### src/rtl/inst_fetch_queue_pkg.sv
// ============================================================================
// Module  : inst_fetch_queue_pkg
// Purpose : Shared instruction-side constants for the fetch queue.
// Rev     : 1.0  initial release
// ============================================================================
`default_nettype none

package inst_fetch_queue_pkg;

   localparam int          FETCHQ_DEPTH_DEFAULT = 4;
   localparam logic [31:0] INST_NOP             = 32'h0000_0013;

endpackage

`default_nettype wire

### src/rtl/inst_fetch_queue_ram.sv
// ============================================================================
// Module  : inst_fetch_queue_ram
// Purpose : Entry storage, one synchronous write port and one asynchronous read port.
// Rev     : 1.0  initial release
// ============================================================================
`default_nettype none

module inst_fetch_queue_ram
   import inst_fetch_queue_pkg::*;
#(
   parameter int DEPTH = FETCHQ_DEPTH_DEFAULT,
   parameter int WIDTH = 64
) (
   input  logic                     clk,
   input  logic                     i_we,
   input  logic [$clog2(DEPTH)-1:0] i_waddr,
   input  logic [WIDTH-1:0]         i_wdata,
   input  logic [$clog2(DEPTH)-1:0] i_raddr,
   output logic [WIDTH-1:0]         o_rdata
);

   // The array has no reset; occupancy tracking in the parent masks stale data.
   logic [WIDTH-1:0] r_mem [DEPTH];

   always_ff @(posedge clk) begin
      if (i_we) begin
         r_mem[i_waddr] <= i_wdata;
      end
   end

   assign o_rdata = r_mem[i_raddr];

endmodule

`default_nettype wire

### src/rtl/inst_fetch_queue.sv
// ============================================================================
// Module  : inst_fetch_queue
// Purpose : Circular fetch-to-decode queue with flush; optional empty-queue
//           bypass enabled by defining FETCH_QUEUE_BYPASS_EN.
// Rev     : 1.0  initial release
// ============================================================================
`default_nettype none

module inst_fetch_queue
   import inst_fetch_queue_pkg::*;
#(
   parameter int DEPTH = FETCHQ_DEPTH_DEFAULT,
   parameter int XLEN  = 32
) (
   input  logic                       clk,
   input  logic                       rst,
   input  logic                       flush,
   input  logic                       in_valid,
   input  logic [XLEN-1:0]            in_pc,
   input  logic [XLEN-1:0]            in_inst,
   output logic                       in_ready,
   output logic                       out_valid,
   output logic [XLEN-1:0]            out_pc,
   output logic [XLEN-1:0]            out_inst,
   input  logic                       out_ready,
   output logic [$clog2(DEPTH+1)-1:0] count
);

   localparam int c_AW = $clog2(DEPTH);
   localparam int c_PW = c_AW + 1;
   localparam int c_CW = $clog2(DEPTH+1);

   logic [c_PW-1:0]   r_wr_ptr;
   logic [c_PW-1:0]   r_rd_ptr;
   logic              r_ready_en;
   logic [c_PW-1:0]   w_occ;
   logic              w_full;
   logic              w_empty;
   logic              w_head_valid;
   logic              w_bypass;
   logic              w_push;
   logic              w_pop;
   logic [2*XLEN-1:0] w_rdata;

   assign w_occ   = r_wr_ptr - r_rd_ptr;
   assign w_full  = (r_wr_ptr[c_AW] != r_rd_ptr[c_AW]) &&
                    (r_wr_ptr[c_AW-1:0] == r_rd_ptr[c_AW-1:0]);
   assign w_empty = (r_wr_ptr == r_rd_ptr);
   assign count   = c_CW'(w_occ);

   // r_ready_en keeps in_ready low until the first edge after reset release.
   assign in_ready     = r_ready_en && !w_full && !flush;
   assign w_head_valid = !w_empty && !flush;

`ifdef FETCH_QUEUE_BYPASS_EN
   assign w_bypass = r_ready_en && w_empty && in_valid && !flush;
`else
   assign w_bypass = 1'b0;
`endif

   assign out_valid = w_head_valid || w_bypass;
   assign w_pop     = w_head_valid && out_ready;
   // A bypassed entry taken by ID in the same cycle is never stored.
   assign w_push    = in_valid && in_ready && !(w_bypass && out_ready);

   always_comb begin
      out_pc   = '0;
      out_inst = '0;
      if (w_head_valid) begin
         {out_pc, out_inst} = w_rdata;
      end
`ifdef FETCH_QUEUE_BYPASS_EN
      else if (w_bypass) begin
         out_pc   = in_pc;
         out_inst = in_inst;
      end
`endif
   end

   always_ff @(posedge clk or negedge rst) begin
      if (!rst) begin
         r_wr_ptr   <= '0;
         r_rd_ptr   <= '0;
         r_ready_en <= 1'b0;
      end else begin
         r_ready_en <= 1'b1;
         if (flush) begin
            r_wr_ptr <= '0;
            r_rd_ptr <= '0;
         end else begin
            if (w_push) begin
               r_wr_ptr <= r_wr_ptr + 1'b1;
            end
            if (w_pop) begin
               r_rd_ptr <= r_rd_ptr + 1'b1;
            end
         end
      end
   end

   inst_fetch_queue_ram #(
      .DEPTH (DEPTH),
      .WIDTH (2*XLEN)
   ) u_ram (
      .clk     (clk),
      .i_we    (w_push),
      .i_waddr (r_wr_ptr[c_AW-1:0]),
      .i_wdata ({in_pc, in_inst}),
      .i_raddr (r_rd_ptr[c_AW-1:0]),
      .o_rdata (w_rdata)
   );

endmodule

`default_nettype wire

### config.mk
export PLATFORM = sky130hd
export DESIGN_NAME = inst_fetch_queue
export DESIGN_NICKNAME = d
export VERILOG_FILES = /design/src/rtl/inst_fetch_queue_pkg.sv /design/src/rtl/inst_fetch_queue_ram.sv /design/src/rtl/inst_fetch_queue.sv
export SDC_FILE = /design/constraint.sdc
export NUM_CORES = 1
export LEC_CHECK = 0
export ABC_AREA = 0
export ABC_CLOCK_PERIOD_IN_PS = 9100
export BUFFER_PORTS_ARGS = -buffer_cell sky130_fd_sc_hd__buf_4
export CAP_MARGIN = 40
export CELL_PAD_IN_SITES_DETAIL_PLACEMENT = 0
export CELL_PAD_IN_SITES_GLOBAL_PLACEMENT = 1
export CORE_MARGIN = 2
export CORE_UTILIZATION = 35
export CTS_CLUSTER_SIZE = 24
export DETAILED_ROUTE_END_ITERATION = 8
export PLACE_DENSITY = 0.65
export SLEW_MARGIN = 5
export SYNTH_ARGS = -nofsm -noshare
export SYNTH_HDL_FRONTEND = slang
export SYNTH_SLANG_ARGS = --single-unit
### constraint.sdc
create_clock -name clk -period 9.1 [get_ports clk]
set_input_delay 1.82 -clock clk [delete_from_list [all_inputs] [get_ports clk]]
set_output_delay 1.82 -clock clk [all_outputs]
set_load 0.01 [all_outputs]
==> results.py, run 1 <==
metrics = {
    "run_status": {
        "status": "complete, no violations",
    },
    "clock_tree": {
        "clock_latency_ns": 0.53,
        "cts_tree": "yes",
        "cts_hold_buf": 0,
        "clk_pin_slew_ns": 0.06,
        "cts_max_level": 1,
        "cts_setup_buffers": 0,
        "cts.sink_count": 263,
        "ctsResizeCount": 0,
        "cts_max_path_buffers": 3,
        "ctsRootBufferMaster": "clkbuf_16",
        "cts_made_buffers": 28,
    },
    "layout": {
        "diodes": 0,
        "drive_gt1_share_pct": 41.7,
        "area_delta_synth_final_pct": 22.9,
        "final_cell_count_no_fill": 1019,
        "final_nets": 695,
        "fillers": 2542,
    },
    "floorplanning": {
        "die_h_um": 176,
        "fp.dieW_um": 176,
        "dieArea_um2": 30900,
        "rows": 62,
        "initial_core_util_pct": 35.8,
        "io_pins": 138,
        "coreArea_um2": 28900,
    },
    "detailed_routing": {
        "drc": 0,
        "wire_per_inst_um": 19.3,
        "finalWirelength_mm": 19.6,
        "dr.pass1.iters": 4,
        "drtIter0Drc": 286,
        "via_per_inst": 4.77,
        "vias": 4863,
        "drtAntennaViolNets": 0,
    },
    "placed_design": {
        "gp_congestion": 0.684,
        "dp_worst_setup_slack_ns": 4.11,
        "detailed_place_hpwl_mm": 11.7,
        "dp.cells": 972,
        "portBuffers": 137,
    },
    "sta": {
        "fin_ws_ns": 4.13,
        "final-max-slew-violation-count": 0,
        "period_minus_slack_ns": 4.97,
        "tns_ns": 0,
        "finalClockSkew_ns": 0.0115,
        "grt_setup_unrepaired": "no",
        "finalSetupViolations": 0,
        "hold_slack_ns": 0.636,
        "fmax_mhz": 201,
        "slew_headroom_pct": 59.0,
        "finalCritPeriodShare_pct": 54.7,
        "worst_slew_pin_slew_ns": 0.610,
        "hold_viol": 0,
    },
    "logic_synthesis": {
        "yosys_warnings": 0,
        "netlist_instances": 464,
        "syn-cell-area_um2": 10300,
        "ys_seq_area_share_pct": 76.1,
        "synth.distinct_cells": 36,
        "synth-seq-cells": 263,
        "synth_fp_nets": 541,
        "avgSynthCellArea_um2": 22.3,
    },
    "worst_setup_path": {
        "crit_top_cell": "buf_4",
        "cp_slowest_cell": "dfrtp_4",
        "critPathKind": "flop to output port",
        "crit_chain": "inv_1, ha_1, nand2_1, o21ai_4, buf_4, and2b_1, buf_4",
        "path_buf_inv": 3,
        "crit_required_ns": 7.28,
        "worstSetupStartpointType": "flop",
        "cpLargestDelayFamily": "flip-flops",
        "crit_path_max_fanout": 31,
        "cpPeakStageDelay_ns": 0.77,
        "cp-end-kind": "output port",
        "worstPathArrival_ns": 3.15,
    },
    "power": {
        "p_per_area_nw_per_um2": 214,
        "vdd.ir_drop.worst_uv": 123,
        "p_leak_nw": 4.28,
    },
    "hold_path": {
        "hp-class": "flop to flop",
    },
    "global_routing": {
        "gr-usage-all-layers_pct": 12.8,
        "overflow": 0,
        "grt_pass1_wl_mm": 30.5,
        "grt_max_degree": 38,
        "grt_pass1_vias": 5342,
        "antenna_found_initial": 0,
    },
    "flow_run": {
        "maxCapViolCount": 0,
    },
}
[worst min-delay path, stage by stage, from the launching register on]
cell and delay (ns):
dfrtp_1 0.44, nand2_1 0.10, mux2i_1 0.06
[layout make-up]
cell class / count / area [um2] / area share, %
tap: 384 / 480 / 3.78
clock inverter: 9 / 70.1 / 0.551
multi-input combinational: 171 / 2290 / 18.0
sequential: 263 / 7870 / 61.9
timing repair buffer: 146 / 1210 / 9.49
clock buffer: 38 / 759 / 5.98
inverter: 8 / 30.0 / 0.236
[layout by cell type (no fill, tap or decap), drive strengths merged, types with 2 or more instances in the layout]
cell type  Yosys  layout
dfrtp          7       7
a31oi          2       2
nor2           5       5
buf           15     146
nor2b         65      65
ha             7       7
clkbuf         7      38
xor2           2       2
o2111ai        2       2
clkinvlp       0       2
and3           3       3
inv            8       8
edfxtp       256     256
mux2           3       3
mux4          64      64
nand2          4       4
clkinv         0       6
[where the power goes]
group	internal, W	total (W)	switching, W
clock	0.000605	0.00104	0.000431
combinational	0.000175	0.000318	0.000143
sequential	0.00135	0.00136	0.0000163
[cell families after synthesis]
family	Yosys count	share of synthesized area (%)
buffers and inverters	30	2.01
XOR/XNOR	2	0.242
adder cells (fa/ha/maj)	8	1.04
other	1	0.0363
AND/OR/NAND/NOR	83	5.58
multiplexers	68	14.4
flip-flops	263	76.1
AO/OA/AOI/OAI	9	0.654
[registers in the layout (all words and copies together) (netlist names)]
register,count
u_ram.r_mem,256
r_rd_ptr,3
r_wr_ptr,3
r_ready_en,1
[path summary, 6_finish.rpt]
kind / cells after the start / to / startpoint / slack, ns
worst max-delay path: 7 / out_inst[31] / r_rd_ptr[1] / 4.13
worst min-delay path: 2 / r_wr_ptr[1] / r_wr_ptr[1] / 0.64
worst max register to register: 5 / u_ram.r_mem[1][10] / r_rd_ptr[1] / 5.95
worst min register to register: 2 / r_wr_ptr[1] / r_wr_ptr[1] / 0.64
max in group asynchronous: 1 / r_rd_ptr[1] / rst / 7.87
min in group asynchronous: 1 / r_wr_ptr[2] / rst / 1.09
[synthesized netlist by cell type]
library cell,instances,area share (%)
o21a_1,1,0.073
mux2_1,1,0.11
buf_12,1,0.19
o21ai_2,1,0.085
buf_2,3,0.15
mux4_2,64,14
or2b_1,1,0.073
dfrtp_1,7,1.7
o2111ai_1,2,0.17
nor3_1,1,0.048
or3b_1,1,0.085
fa_1,1,0.19
mux2_2,2,0.22
nand3_1,1,0.048
nor2b_2,1,0.085
nor2_1,5,0.18
a31oi_1,2,0.12
xor2_1,1,0.085
buf_6,9,0.98
edfxtp_1,256,74
a311oi_1,1,0.085
nor2b_4,10,1.3
inv_1,8,0.29
conb_1,1,0.036
xor2_2,1,0.16
and2_1,1,0.061
a21oi_1,1,0.048
ha_1,7,0.85
buf_4,2,0.15
and3_1,3,0.18
and2b_1,1,0.073
nand2_1,4,0.15
nor2b_1,54,3.3
o31ai_1,1,0.073
mux2i_1,1,0.097
clkbuf_1,7,0.25
[through the flow]
stage / cell area [um2] / utilization [%] / total power, W
6_report: 12700 / 44.0 / 0.00272
4_1_cts: 12700 / 44.0 / 0.00276
2_1_floorplan: 10300 / - / 0.00159
3_3_place_gp: 11700 / 40.6 / 0.00170
5_1_grt: 12700 / 44.0 / 0.00283
3_5_place_dp: 11900 / 41.2 / 0.00172
[layer usage]
layer  vias to the layer above  routed length, um  track usage [%]
met5                         -                  0                0
met4                         0                335             3.24
met3                        28               1270             3.38
met2                       129               9880             22.2
met1                      2531               8150             16.2
li1                       2175                  -                -
No activity file was read; power rests on OpenSTA's default activity.
==> run 2: changes to the inputs <==
ABC_AREA = 1   (was 0)
ABC_CLOCK_PERIOD_IN_PS = 5200   (was 9100)
PLACE_DENSITY = 0.68   (was 0.65)
clock period = 5.2 ns   (was 9.1 ns; I/O delays follow)
==> run 2 against run 1 <==
  * Sequential share of layout area shrank 0.14 points
  * Combinational power grew 88%
  * Sequential power grew 74%
  * Cell area grew 0.19%
  * Die area grew 1.0%
  * Synthesized area grew 1.1%
  * Worst setup slack lost 2.7 ns
  * Clock skew is essentially flat
  * Largest cell class unchanged
==> results.py, run 2 <==
metrics = {
    "floorplanning": {
        "fp.dieW_um": 177,
        "die_h_um": 177,
        "io_pins": 138,
        "dieArea_um2": 31200,
        "rows": 63,
        "coreArea_um2": 29500,
        "initial_core_util_pct": 35.4,
    },
    "placed_design": {
        "portBuffers": 137,
        "dp_worst_setup_slack_ns": 1.77,
        "detailed_place_hpwl_mm": 12.9,
        "gp_congestion": 0.690,
        "dp.cells": 1317,
    },
    "detailed_routing": {
        "wire_per_inst_um": 17.0,
        "drtAntennaViolNets": 0,
        "via_per_inst": 4.76,
        "drc": 0,
        "dr.pass1.iters": 4,
        "vias": 6501,
        "drtIter0Drc": 478,
        "finalWirelength_mm": 23.2,
    },
    "global_routing": {
        "grt_pass1_wl_mm": 35.0,
        "grt_max_degree": 76,
        "gr-usage-all-layers_pct": 14.5,
        "antenna_found_initial": 0,
        "grt_pass1_vias": 6149,
        "overflow": 0,
    },
    "layout": {
        "diodes": 0,
        "final_cell_count_no_fill": 1366,
        "fillers": 2763,
        "final_nets": 1034,
        "drive_gt1_share_pct": 20.3,
        "final_common_cell": "nor2_1",
        "reg.largest.list": "u_ram.r_mem: 256 flops, r_rd_ptr: 3 flops, r_wr_ptr: 3 flops",
        "final_cell_mix": "258 x nor2_1, 256 x edfxtp_1, 147 x buf_4",
        "largest_register_ffs": 256,
        "area_delta_synth_final_pct": 21.9,
        "top_register": "u_ram.r_mem",
    },
    "clock_tree": {
        "cts_max_path_buffers": 3,
        "clk_pin_slew_ns": 0.06,
        "cts_hold_buf": 0,
        "ctsRootBufferMaster": "clkbuf_16",
        "cts_setup_buffers": 0,
        "cts_max_level": 1,
        "cts_tree": "yes",
        "ctsResizeCount": 0,
        "clock_latency_ns": 0.53,
        "cts_made_buffers": 28,
        "cts.sink_count": 263,
    },
    "sta": {
        "worst_slew_pin_slew_ns": 0.876,
        "grt_setup_unrepaired": "no",
        "finalSetupViolations": 0,
        "finalCritPeriodShare_pct": 71.6,
        "hold_slack_ns": 0.316,
        "finalClockSkew_ns": 0.0117,
        "period_minus_slack_ns": 3.73,
        "hold_viol": 0,
        "final-max-slew-violation-count": 0,
        "slew_headroom_pct": 41.6,
        "tns_ns": 0,
        "fin_ws_ns": 1.47,
        "fmax_mhz": 268,
    },
    "worst_setup_path": {
        "crit_required_ns": 4.16,
        "cpPeakStageDelay_ns": 0.62,
        "crit_start": "r_rd_ptr[0]",
        "worstPathArrival_ns": 2.69,
        "cpLargestDelayFamily": "buffers and inverters",
        "crit_chain": "clkinv_2, buf_12, o21ai_0, a21oi_1, buf_4",
        "crit_path_max_fanout": 72,
        "cp-end-kind": "output port",
        "critPathKind": "flop to output port",
        "cp_slowest_cell": "clkinv_2",
        "worstSetupStartpointType": "flop",
        "path_buf_inv": 3,
        "reg2reg_from": "r_wr_ptr[0]",
    },
    "logic_synthesis": {
        "syn-cell-area_um2": 10400,
        "synth.most_common_cell": "nor2_1",
        "ys.flop_type": "edfxtp_1",
        "async_flop_share_pct": 2.66,
        "avgSynthCellArea_um2": 12.7,
        "ys_top_cells_by_count": "262 x nor2_1, 256 x edfxtp_1, 125 x o21ai_0, 64 x a21oi_1, 17 x clkbuf_1",
        "netlist_instances": 825,
        "synth_top_cell_by_area": "edfxtp_1",
        "ys_seq_area_share_pct": 75.3,
        "synth_edf_count": 256,
        "synth-seq-cells": 263,
        "synth_fp_nets": 902,
        "yosys_warnings": 0,
        "synth.distinct_cells": 21,
        "yosys-top-cells-area": "edfxtp_1 74%, nor2_1 9.4%, o21ai_0 6.0%",
        "synth.top_cell.area_share_pct": 73.6,
    },
    "flow_run": {
        "maxCapViolCount": 0,
    },
    "power": {
        "vdd.ir_drop.worst_uv": 260,
        "report.power.total_w": 0.00478,
        "p_leak_nw": 4.60,
        "p_per_area_nw_per_um2": 376,
    },
    "run_status": {
        "status": "complete, no violations",
    },
    "hold_path": {
        "hp-class": "primary input to asynchronous set/reset pin",
    },
}
[run 2: where the power goes]
part,switching (W),internal [W],leakage [nW]
Combinational,0.000379,0.000219,1.80
Clock,0.000759,0.00106,0.406
Sequential,0.00000882,0.00236,2.40
[run 2: per-stage QoR]
step | utilization (%) | cell area (um2)
floorplan | - | 10400
global placement | 40.1 | 11800
detailed placement | 40.3 | 11900
CTS | 43.2 | 12700
global route | 43.2 | 12700
finish | 43.2 | 12700
[run 2: worst register-to-register path: stages (launching register included)]
cell     delay, ns
dfrtp_1       0.40
inv_1         0.11
ha_1          0.33
nand2_1       0.07
inv_1         0.06
nand3_1       0.16
nand3_1       0.42
nor2_4        0.64
buf_4         0.52
[run 2: per-layer routing]
layer | up-vias | share of wire [%] | track usage [%] | routed length (um)
met2 | 158 | 49 | 24.9 | 11300
li1 | 3179 | - | - | -
met5 | - | 0 | 0 | 0
met3 | 43 | 5.9 | 3.41 | 1360
met1 | 3121 | 43 | 18.5 | 9960
met4 | 0 | 2.3 | 3.96 | 537
[run 2: kinds of logic after synthesis]
group / Yosys count / share of synthesized area, %
adder cells (fa/ha/maj): 8 / 1.03
AO/OA/AOI/OAI: 192 / 9.20
AND/OR/NAND/NOR: 292 / 10.8
XOR/XNOR: 3 / 0.252
flip-flops: 263 / 75.3
other: 1 / 0.0359
buffers and inverters: 66 / 3.41
[run 2: path summary, 6_finish.rpt]
path | to | slack (ns) | cells past startpoint
max | out_inst[0] | 1.47 | 5
min | r_ready_en | 0.32 | 1
max reg2reg | u_ram.r_mem[1][63] | 2.12 | 8
min reg2reg | r_wr_ptr[0] | 0.59 | 2
max in group asynchronous | r_rd_ptr[0] | 4.75 | 1
min in group clk | r_wr_ptr[0] | 0.59 | 2
[run 2: layout make-up]
cell class	instances	area [um2]	share of cell area, %
sequential	263	7870	61.8
multi-input combinational	496	2260	17.7
clock buffer	35	748	5.88
clock inverter	14	95.1	0.747
inverter	16	61.3	0.482
tap	390	488	3.83
timing repair buffer	152	1210	9.51
==> run 3: changes to the inputs <==
ABC_AREA = 0   (was 1)
ABC_CLOCK_PERIOD_IN_PS = 3100   (was 5200)
PLACE_DENSITY = 0.67   (was 0.68)
clock period = 3.1 ns   (was 5.2 ns; I/O delays follow)
==> run 3 against run 2 <==
  * Clock power increased by 67%
  * Die area decreased by 1.0%
  * Register-to-register slack got worse by 1.5 ns
  * Sequential share of layout area decreased by 0.54 points
  * Critical endpoint is now out_inst[31]
  * Highest routed layer unchanged
==> results.py, run 3 (same netlist as run 1, synthesis figures left out) <==
metrics = {
    "sta": {
        "finalCritPeriodShare_pct": 96.3,
        "fmax_mhz": 335,
        "final-max-slew-violation-count": 0,
        "finalSetupViolations": 0,
        "grt_setup_unrepaired": "no",
        "worst_slew_pin_slew_ns": 0.639,
        "hold_slack_ns": 0.292,
        "period_minus_slack_ns": 2.98,
        "fin_ws_ns": 0.116,
        "finalClockSkew_ns": 0.00718,
        "slew_headroom_pct": 57.4,
        "hold_viol": 0,
    },
    "layout": {
        "reg.largest.list": "u_ram.r_mem: 256 flops, r_rd_ptr: 3 flops, r_wr_ptr: 3 flops",
        "largest_register_ffs": 256,
        "diodes": 0,
        "area_delta_synth_final_pct": 24.3,
        "drive_gt1_share_pct": 42.9,
        "fillers": 2497,
        "final_cell_mix": "256 x edfxtp_1, 138 x buf_4, 64 x mux4_2",
        "fin_util_pct": 44.5,
        "final_cell_area_um2": 12800,
        "final_nets": 701,
        "top_register": "u_ram.r_mem",
        "final_common_cell": "edfxtp_1",
    },
    "placed_design": {
        "portBuffers": 137,
        "gp_congestion": 0.738,
        "detailed_place_hpwl_mm": 11.9,
        "dpl_cell_area_um2": 11900,
        "dp_worst_setup_slack_ns": 0.481,
    },
    "clock_tree": {
        "ctsRootBufferMaster": "clkbuf_16",
        "cts_made_buffers": 28,
        "clock_latency_ns": 0.53,
        "cts_tree": "yes",
        "clk_pin_slew_ns": 0.06,
        "cts.sink_count": 263,
        "cts_max_path_buffers": 3,
        "cts_max_level": 1,
    },
    "global_routing": {
        "grt_pass1_wl_mm": 31.7,
        "grt_pass1_vias": 5461,
        "antenna_found_initial": 0,
        "gr-usage-all-layers_pct": 13.5,
        "overflow": 0,
        "grt_max_degree": 68,
    },
    "worst_setup_path": {
        "worstSetupStartpointType": "flop",
        "cp-end-kind": "output port",
        "worst-r2r-cell-count": 5,
        "critPathKind": "flop to output port",
        "worstPathArrival_ns": 2.36,
        "crit_path_max_fanout": 67,
        "crit_required_ns": 2.48,
        "crit_start": "r_rd_ptr[0]",
        "reg2reg_from": "r_rd_ptr[1]",
    },
    "detailed_routing": {
        "drtIter0Drc": 373,
        "via_per_inst": 4.81,
        "dr.pass1.iters": 4,
        "drtAntennaViolNets": 0,
        "finalWirelength_mm": 21.2,
        "wire_per_inst_um": 20.6,
        "vias": 4942,
        "drc": 0,
    },
    "floorplanning": {
        "io_pins": 138,
        "rows": 62,
        "coreArea_um2": 28900,
        "fp.dieW_um": 176,
        "initial_core_util_pct": 35.8,
        "die_h_um": 176,
        "dieArea_um2": 30900,
    },
    "hold_path": {
        "holdCritStartpoint": "in_pc[29]",
        "hold_depth": 1,
        "hp-class": "primary input to flop",
    },
    "power": {
        "vdd.ir_drop.worst_uv": 410,
        "report.power.total_w": 0.00805,
        "p_leak_nw": 4.35,
        "p_per_area_nw_per_um2": 627,
    },
    "run_status": {
        "status": "complete, no violations",
    },
    "flow_run": {
        "maxCapViolCount": 0,
    },
}
[run 3: cell count changes in the layout (fill, tap and decap cells not counted), moves of 54 or more]
| cell | previous run | this run |
|---|---|---|
| nor2_1 | 258 | 5 |
| nor2b_1 | 0 | 54 |
| a21oi_1 | 64 | 1 |
| mux4_2 | 0 | 64 |
| o21ai_0 | 125 | 0 |
[run 3: stage by stage]
step           cells  setup TNS (ns)
2_1_floorplan    464               0
3_3_place_gp     974               0
3_5_place_dp     974               0
4_1_cts         1026         -0.0594
5_1_grt         1028               0
6_report        1028               0
[run 3: path summary, 6_finish.rpt]
path	end	slack (ns)
max	out_inst[31]	0.12
min	u_ram.r_mem[1][61]	0.29
max reg2reg	u_ram.r_mem[2][4]	0.66
min reg2reg	r_wr_ptr[1]	0.62
max in group asynchronous	r_rd_ptr[0]	2.52
min in group asynchronous	r_wr_ptr[2]	0.44
[run 3: layer usage]
metal / share of wire [%] / global-route usage (%) / vias to the layer above
met1: 40 / 16.6 / 2587
met2: 53 / 24.4 / 127
li1: - / - / 2193
met5: 0 / 0 / -
met3: 4.9 / 2.88 / 35
met4: 2.3 / 3.41 / 0
[run 3: what timing repair did]
item,CTS,global route
pin swaps,0,1
endpoints found under the hold margin,7,0
setup buffers,0,1
gates cloned,1,1
hold buffers,1,0
resized for setup,1,4
setup endpoints to repair,14,65
[run 3: critical path: stages (launching register included)]
cell and delay [ns]:
dfrtp_4 0.45, buf_16 0.42, mux4_2 0.60, and2b_1 0.19, buf_6 0.12
[run 3: layout make-up]
type / count / area (um2) / share of cell area, %
Tap cell: 384 / 480 / 3.74
Sequential cell: 263 / 7870 / 61.3
Inverter: 8 / 30.0 / 0.234
Clock inverter: 16 / 98.8 / 0.769
Timing Repair Buffer: 152 / 1320 / 10.3
Clock buffer: 34 / 744 / 5.79
Multi-Input combinational cell: 171 / 2310 / 17.9
[run 3: where the power goes]
| group | total [W] | leakage [nW] | internal [W] | switching (W) |
|---|---|---|---|---|
| Combinational | 0.00104 | 1.54 | 0.000550 | 0.000492 |
| Clock | 0.00304 | 0.416 | 0.00177 | 0.00126 |
| Sequential | 0.00397 | 2.40 | 0.00396 | 0.0000165 |
